$ cat config.mk
export PLATFORM = sky130hd
export DESIGN_NAME = lcd_frame_capture
export DESIGN_NICKNAME = d
export VERILOG_FILES = /design/src/rtl/dmg_lcd_pkg.sv /design/src/rtl/lcd_edge_det.sv /design/src/rtl/lcd_frame_capture.sv
export SDC_FILE = /design/constraint.sdc
export NUM_CORES = 1
export LEC_CHECK = 0
export CAP_MARGIN = 10
export CELL_PAD_IN_SITES_DETAIL_PLACEMENT = 1
export CELL_PAD_IN_SITES_GLOBAL_PLACEMENT = 1
export CORE_UTILIZATION = 39
export CTS_BUF_LIST = sky130_fd_sc_hd__clkbuf_2 sky130_fd_sc_hd__clkbuf_4 sky130_fd_sc_hd__clkbuf_8
export CTS_CLUSTER_DIAMETER = 200
export DETAILED_ROUTE_END_ITERATION = 10
export PLACE_DENSITY = 0.72
export SLEW_MARGIN = 40
export SYNTH_ARGS = -nofsm -noshare
export SYNTH_HDL_FRONTEND = slang
export SYNTH_SLANG_ARGS = --single-unit
export TNS_END_PERCENT = 50
$ cat constraint.sdc
create_clock -name clk -period 4.56 [get_ports clk]
set_clock_uncertainty 0.1 [all_clocks]
set_input_delay 1.14 -clock clk [delete_from_list [all_inputs] [get_ports clk]]
set_output_delay 1.14 -clock clk [all_outputs]
set_load 0.005 [all_outputs]
$ cat src/rtl/dmg_lcd_pkg.sv
// rtl/dmg_lcd_pkg.sv - shared constants and types for the DMG LCD frame capture
//
// Purpose: frame geometry and capture state encoding used by lcd_frame_capture.
// Ports: none (package).
package dmg_lcd_pkg;

  localparam int LCD_H_PIXELS       = 160;
  localparam int LCD_V_LINES        = 144;
  localparam int LCD_BYTES_PER_LINE = LCD_H_PIXELS / 4;
  localparam int LCD_FRAME_BYTES    = LCD_BYTES_PER_LINE * LCD_V_LINES;

  typedef enum logic {
    WAIT_VS,
    ACTIVE
  } cap_state_t;

endpackage

$ cat src/rtl/lcd_edge_det.sv
// rtl/lcd_edge_det.sv - registered rising-edge detector for LCD sync inputs
//
// Purpose: registers one sync input and flags the cycle after it rises.
// Ports:
//   clk  - system clock
//   rst  - asynchronous active-low reset
//   sig  - raw sync input
//   rise - one-cycle pulse, one clock after sig goes 0->1
module lcd_edge_det (
  input  logic clk,
  input  logic rst,
  input  logic sig,
  output logic rise
);

  logic curr;
  logic prev;

  always_ff @(posedge clk or negedge rst) begin
    if (!rst) begin
      curr <= 1'b0;
      prev <= 1'b0;
    end else begin
      curr <= sig;
      prev <= curr;
    end
  end

  assign rise = curr & ~prev;

endmodule

$ cat src/rtl/lcd_frame_capture.sv
// rtl/lcd_frame_capture.sv - DMG LCD pixel stream to double-banked framebuffer
//
// Purpose: counts pixels/lines of the PPU stream, packs four 2-bit pixels per
// byte and writes them to the back bank; a bank is promoted to the front only
// after a complete, error-free frame.
// Ports:
//   clk, rst          - clock, asynchronous active-low reset
//   lcd_vsync/hsync   - frame / line sync (rising edges used)
//   lcd_pixel/color   - pixel strobe and 2-bit shade
//   err_clr           - clears sticky error flags
//   fb_addr/data/we   - framebuffer write port {bank, offset}, packed byte
//   front_bank        - bank holding the last complete frame
//   frame_done/drop   - commit / discard pulses at each frame boundary
//   frame_count       - committed frame counter (wraps)
//   err_line          - sticky: a line ended with the wrong pixel count
//   err_overrun       - sticky: a pixel arrived outside the frame
module lcd_frame_capture
  import dmg_lcd_pkg::*;
(
  input  logic        clk,
  input  logic        rst,
  input  logic        lcd_vsync,
  input  logic        lcd_hsync,
  input  logic        lcd_pixel,
  input  logic [1:0]  lcd_color,
  input  logic        err_clr,
  output logic [13:0] fb_addr,
  output logic [7:0]  fb_data,
  output logic        fb_we,
  output logic        front_bank,
  output logic        frame_done,
  output logic        frame_drop,
  output logic [7:0]  frame_count,
  output logic        err_line,
  output logic        err_overrun
);

  localparam logic [7:0]  H_PIX    = 8'(LCD_H_PIXELS);
  localparam logic [7:0]  V_LIN    = 8'(LCD_V_LINES);
  localparam logic [12:0] ROW_STEP = 13'(LCD_BYTES_PER_LINE);

  logic vs_rise, hs_rise;

  lcd_edge_det u_vs_det (.clk(clk), .rst(rst), .sig(lcd_vsync), .rise(vs_rise));
  lcd_edge_det u_hs_det (.clk(clk), .rst(rst), .sig(lcd_hsync), .rise(hs_rise));

  cap_state_t  state, state_d;
  logic [7:0]  x, x_d, y, y_d;
  logic [12:0] row_base, row_base_d;
  logic [7:0]  pack, pack_d;
  logic        frame_bad, frame_bad_d;
  logic        write_bank, write_bank_d;
  logic        front_bank_d, frame_done_d, frame_drop_d;
  logic [7:0]  frame_count_d;
  logic        fb_we_d;
  logic [7:0]  fb_data_d;
  logic [13:0] fb_addr_d;
  logic        set_line, set_overrun;
  logic        in_bounds, pix_ok, line_end;
  logic [7:0]  x_eff, pack_eff;
  logic [1:0]  pad;

  always_comb begin
    state_d       = state;
    x_d           = x;
    y_d           = y;
    row_base_d    = row_base;
    pack_d        = pack;
    frame_bad_d   = frame_bad;
    write_bank_d  = write_bank;
    front_bank_d  = front_bank;
    frame_count_d = frame_count;
    frame_done_d  = 1'b0;
    frame_drop_d  = 1'b0;
    fb_we_d       = 1'b0;
    fb_data_d     = fb_data;
    fb_addr_d     = fb_addr;
    set_line      = 1'b0;
    set_overrun   = 1'b0;

    // A pixel coinciding with the line-end edge belongs to the ending line,
    // so the "effective" x/pack already include it.
    in_bounds = (x < H_PIX) && (y < V_LIN);
    pix_ok    = lcd_pixel && in_bounds;
    x_eff     = pix_ok ? x + 8'd1 : x;
    pack_eff  = pix_ok ? {pack[5:0], lcd_color} : pack;
    line_end  = hs_rise && (y < V_LIN);
    // Slots still empty in the byte; a full byte needs no shift.
    pad       = 2'd0 - x_eff[1:0];

    case (state)
      WAIT_VS: begin
        if (vs_rise) begin
          state_d     = ACTIVE;
          x_d         = 8'd0;
          y_d         = 8'd0;
          row_base_d  = 13'd0;
          pack_d      = 8'd0;
          frame_bad_d = 1'b0;
        end
      end
      ACTIVE: begin
        if (vs_rise) begin
          if (y == V_LIN && !frame_bad) begin
            frame_done_d  = 1'b1;
            front_bank_d  = write_bank;
            write_bank_d  = ~write_bank;
            frame_count_d = frame_count + 8'd1;
          end else begin
            frame_drop_d = 1'b1;
          end
          x_d         = 8'd0;
          y_d         = 8'd0;
          row_base_d  = 13'd0;
          pack_d      = 8'd0;
          frame_bad_d = 1'b0;
        end else begin
          if (lcd_pixel && !in_bounds) begin
            set_overrun = 1'b1;
            frame_bad_d = 1'b1;
          end
          // Byte index is x[7:2] for both a completed byte and a partial
          // flush, since a flush never follows a byte-completing pixel.
          if ((pix_ok && x[1:0] == 2'd3) || (line_end && x_eff[1:0] != 2'd0)) begin
            fb_we_d   = 1'b1;
            fb_data_d = pack_eff << {pad, 1'b0};
            fb_addr_d = {write_bank, row_base + {7'd0, x[7:2]}};
          end
          if (line_end) begin
            if (x_eff != H_PIX) begin
              set_line    = 1'b1;
              frame_bad_d = 1'b1;
            end
            x_d        = 8'd0;
            pack_d     = 8'd0;
            y_d        = y + 8'd1;
            row_base_d = row_base + ROW_STEP;
          end else begin
            x_d    = x_eff;
            pack_d = pack_eff;
          end
        end
      end
      default: state_d = WAIT_VS;
    endcase
  end

  always_ff @(posedge clk or negedge rst) begin
    if (!rst) begin
      state       <= WAIT_VS;
      x           <= 8'd0;
      y           <= 8'd0;
      row_base    <= 13'd0;
      pack        <= 8'd0;
      frame_bad   <= 1'b0;
      write_bank  <= 1'b1;
      front_bank  <= 1'b0;
      frame_count <= 8'd0;
      frame_done  <= 1'b0;
      frame_drop  <= 1'b0;
      fb_we       <= 1'b0;
      fb_data     <= 8'd0;
      fb_addr     <= 14'd0;
      err_line    <= 1'b0;
      err_overrun <= 1'b0;
    end else begin
      state       <= state_d;
      x           <= x_d;
      y           <= y_d;
      row_base    <= row_base_d;
      pack        <= pack_d;
      frame_bad   <= frame_bad_d;
      write_bank  <= write_bank_d;
      front_bank  <= front_bank_d;
      frame_count <= frame_count_d;
      frame_done  <= frame_done_d;
      frame_drop  <= frame_drop_d;
      fb_we       <= fb_we_d;
      fb_data     <= fb_data_d;
      fb_addr     <= fb_addr_d;
      // A new error in the same cycle as a clear keeps the flag set.
      err_line    <= set_line    ? 1'b1 : (err_clr ? 1'b0 : err_line);
      err_overrun <= set_overrun ? 1'b1 : (err_clr ? 1'b0 : err_overrun);
    end
  end

endmodule

**Word level (Yosys, flattened, before mapping)**

Index checks and enable logic that the tools add are counted.

- Output and inout port bits: 36
- Word-level logic and storage cells: 100
- Input bits: 8
- Register bits: 80

- Shift-type cells: 1
- Add/sub/neg operators: 6
- Multiplexer cells: 43
- Order comparisons: 2
- Equality and inequality tests: 5
- Bitwise logic cells: 7
- Reductions and logical operators: 16

Operators with widths:

| operator | count |
|---|---|
| two-way mux 8 bit | 9 |
| one-hot mux 8 bit (2 select lines) | 3 |
| two-way mux 13 bit | 3 |
| two-way mux 1 bit | 26 |
| one-hot mux 13 bit (2 select lines) | 1 |
| adder 8 x 1 -> 8 bit, second input constant | 3 |
| less-than comparator 8 bit, second input constant | 2 |
| adder 13 x 6 -> 13 bit | 1 |
| adder 13 x 6 -> 13 bit, second input constant | 1 |
| == test 8 bit, second input constant | 1 |
| inequality test 8 bit, second input constant | 1 |
| << shifter 8 x 3 -> 8 bit | 1 |
| logical AND 1 bit | 7 |
| AND reduction 3 bit | 2 |
| nonzero test 2 bit | 3 |
| NOT 1 bit | 5 |
| inequality test 3 x 1 -> 1 bit, second input constant | 1 |
| bitwise AND 1 bit | 2 |
| == test 2 bit, second input constant | 1 |
| zero test 1 bit | 2 |
| inequality test 2 x 1 -> 1 bit, second input constant | 1 |
| one-hot mux 1 bit (2 select lines) | 1 |
| AND reduction 2 bit | 1 |
| subtractor 1 x 2 -> 2 bit, first input constant | 1 |
| logical OR 1 bit | 1 |

**Logic depth before layout (Yosys ltp)**

- Depth in word-level cells: 10
- Gate-level depth with buffers: 12

**Hierarchy**

Synthesis repeated with hierarchy kept, for this count alone.

- Cell total of the unflattened synthesis: 371
- Area, all modules: 3786.1 um2

By module, submodules not included:

| module | sequential area each (um2) | times used | area each (um2) | cells an instance |
|---|---|---|---|---|
| lcd_frame_capture | 1828.0 | 1 | 3658.5 | 365 |
| lcd_edge_det | 50.0 | 2 | 63.8 | 3 |

**Worst setup path before layout**

OpenSTA, ideal clock, no wires.

- Kind: input -> register
- Start: input lcd_pixel
- End: register fb_data[1]
- Setup time: 0.121 ns
- Slack: 1.293 ns
- Stages: 9
- Arrival: 3.046 ns
- Required time: 4.339 ns
- Path buffers: 3
- Cells stage by stage: clkbuf_1 nand3_1 buf_2 mux2i_1 ha_1 or3_1 a21o_1 buf_2 a22o_1

- Longest elaborated chain between the ends: 6
- Elaborated cells on any way between the ends: 10
- Classes of those cells: add/sub: 1; shift: 1; mux: 2; reduce/logical: 6

RTL lines:

| what | RTL line | RTL |
|---|---|---|
| start, declared | lcd_frame_capture.sv:24 | `input logic lcd_pixel,` |
| logical AND 1 bit (*) | lcd_frame_capture.sv:84 | `pix_ok = lcd_pixel && in_bounds;` |
| parallel branches: the longest is 5 deep, another holds subtractor 1 x 2 -> 2 bit | n/a |  |
| end signal, assigned | lcd_frame_capture.sv:179 | `fb_data <= fb_data_d;` |
| end, declared | lcd_frame_capture.sv:28 | `output logic [7:0] fb_data,` |

Mark *: on every way between the ends.
A chain may end at the register's enable or synchronous reset.

**Worst setup path in the final report**

- Start: input lcd_pixel
- End: register fb_data[4]

The elaborated chain is that of the path after synthesis.

==> run summary <==
crit path launch type: input pin
Slew HR: 51.32%
register area: 1928 sq um
hold path startpoint: u_vs_det.curr$_DFF_PN0_
hold slack: 0.3146 ns
vias in the first global route: 3047
flops & latches, synth: 77
Post-synth top flop: dfrtp_1
Worst Hold Path Cells: 0
CP endpoint kind: register
final hold violations: 0
Multi-input gate area: 1713 sq um
GRT overflow: 0
clock root buffer: clkbuf_8
sw frac: 28.95%
r2r setup slk: 1.41 ns
Comb pwr share: 17.6%
largest net degree at the start of global routing: 78
Syn Nets: 400
Syn. warnings: 0
placer congestion estimate: 0.8336
via count: 2958
RSZ-0062 raised after global routing: false
Int Power: 1164 uW
GRT Overall Usage: 19.09%
clock tree from TritonCTS: yes
Final ANT Viol Nets: 0
Setup Fix Bufs, Post-CTS: 0
CTS resizes: 0
Mapped Cells: 383
H-tree depth: 3
synthesized area: 3772 sq um
peak supply drop: 186.3 uV
Post-synth ARST share: 100.0%
Slew @ Worst Pin: 0.7302 ns
EDFF count, synth: 0
final WL: 8.590 mm
CP peak stage delay: 0.68 ns
die area: 10070 sq um
status: finished, final reports clean
power share of the clock group: 32.5%
DP HPWL: 6.172 mm
Seq pwr share: 49.8%
# nets final: 438
Layout fillers: 1075
worst reg2reg path endpoint: fb_data[4]$_DFFE_PN0P_
Hold EP: u_vs_det.prev$_DFF_PN0_
Design Area, Final: 4509 sq um
initial antenna violation count: 0
fraction of layout cells with a size suffix above 1: 7.981%
Skew-Pair Late Insertion Delay: 0.34 ns
synthesized area per cell: 9.850 sq um
routed vias/inst: 5.330
Req. time, crit path: 4.73 ns
CP Max Fanout: 11
Critical Path, Cell by Cell: clkdlybuf4s50_1 -> nand3_1 -> buf_4 -> mux2i_1 -> ha_1 -> or3_1 -> a21o_1 -> inv_2 -> nand2b_1 -> o221ai_2
critical path type: in2reg
final setup vio count: 0
sequential fraction of the synthesis area: 51.11%
dpl cell area: 4305 sq um
Reg clk slew, reported paths: 0.09 ns
# clock sinks: 77
Final min period: 3.701 ns
commonest non-fill, non-tap cell in the layout: dfrtp_1
initial core utilization: 40.63%
Switch Pwr: 474.3 uW
Final Total Pwr: 1638 uW
n_diodes: 0
worst reg2reg path depth: 10
Detailed Routing Iterations Pass 1: 4
core area: 9284 sq um
die height: 100.4 um
slowest CP cell: clkdlybuf4s50_1
Hold Path Class: reg2reg
TritonCTS Buffers: 9
Cell Pwr Density: 363.3 nW/um^2
first-pass GRT wire length: 15.15 mm
most frequent cells in the layout: 76 x dfrtp_1, 57 x nand2_1, 42 x clkdlybuf4s50_1
Leakage: 0.001955 uW
CTS Hold Bufs: 0
crit path DAT: 3.87 ns
TNS Setup: 0 ns
# IOs: 44
Yosys cell types: 46
Clock Path Buffers: 2
Layout area overhead: 19.54%
final period utilization: 81.15%
IO buf count: 43
max-slew violations: 0
wire per inst: 15.48 um
max cap viols: 0
Cell Rows: 35
r2r startpoint: y[6]$_DFFE_PN0P_
Iter 0 DRT Violations: 123
Die W: 100.4 um
Max Freq: 270.2 MHz
DRC viols: 0
worst max-delay path: cells and delay by family:
family                     cells  cell delay [ns]
AOI/OAI and AO/OA              2             0.51
adders and majority gates      1             0.26
buffers and inverters          3             1.12
muxes                          1             0.15
and+or+nand+nor                3             0.70
per-stage QoR:
stage / instances / util [%] / setup WS [ns]
finish: 555 / 48.57 / 0.8595
global route: 555 / 48.57 / 0.6592
CTS: 555 / 48.57 / 0.8819
detailed placement: 539 / 46.37 / 0.5279
global placement: 539 / 46.33 / 0.6628
floorplan: 383 / - / 1.293
registers in the layout, indices dropped and copies added, names as in the netlist, 8 cells and up:
register     cells
fb_addr         14
pack             8
fb_data          8
y                8
frame_count      8
row_base        10
x                8
power groups by stage:
| stage | clock, uW | combinational [uW] | sequential [uW] |
|---|---|---|---|
| after global routing | 579 | 328 | 826 |
| after floorplan | 0 | 154 | 809 |
| after global placement | 0 | 283 | 828 |
| after CTS | 553 | 293 | 816 |
| after detailed placement | 0 | 291 | 830 |
| final | 533 | 289 | 816 |
layout make-up:
cell class	count	area share (%)
tap	129	3.579
clock buffer	9	2.747
clock inverter	7	1.776
inverter	11	0.9157
sequential	77	42.76
timing repair buffer	47	10.24
multi-input combinational	275	37.99
how the worst max path moves through the flow:
stage / cells past startpoint / start / endpoint / slack [ns]
floorplan: 9 / lcd_pixel / fb_data[1]$_DFFE_PN0P_ / 1.29
global placement: 10 / lcd_pixel / fb_data[4]$_DFFE_PN0P_ / 0.66
detailed placement: 10 / lcd_pixel / fb_data[4]$_DFFE_PN0P_ / 0.53
CTS: 10 / lcd_pixel / fb_data[4]$_DFFE_PN0P_ / 0.88
global route: 10 / lcd_pixel / fb_data[5]$_DFFE_PN0P_ / 0.66
finish: 10 / lcd_pixel / fb_data[4]$_DFFE_PN0P_ / 0.86
per-layer routing:
layer	vias up	wire (um)	global-route usage, %
met4	0	124	6.577
met5	-	0	0
met2	58	4055	30.08
met1	1458	4145	26.48
met3	9	265	3.482
li1	1433	-	-
cells in the mapped netlist (all sizes together), types with 4 or more instances:
cell type  count  area [sq um]
nor4           4         25.02
dfrtp         76          1902
nand2         57         214.0
nand4         10         68.81
buf            8         45.04
xor2           8         70.07
inv           11         41.29
o21ai         30         150.1
mux2           5         56.30
mux2i          4         40.04
nor3          14         70.07
nor2b          4         25.02
xnor2         22         192.7
ha             9         112.6
clkbuf        12         45.04
a31oi          7         43.79
a22o          10         87.58
or3            6         42.54
a21oi         14         70.07
nand2b         5         31.28
o31ai          4         35.03
nand3          8         40.04
nor2          26         97.59
cell families after synthesis:
kind of cell,synth area share [%]
mux,2.554
compound gates,14.49
buf+inv,3.482
flops,51.11
fa+ha+maj,2.985
xor+xnor,6.965
simple gates,18.41
No activity file was read; power rests on OpenSTA's default activity.
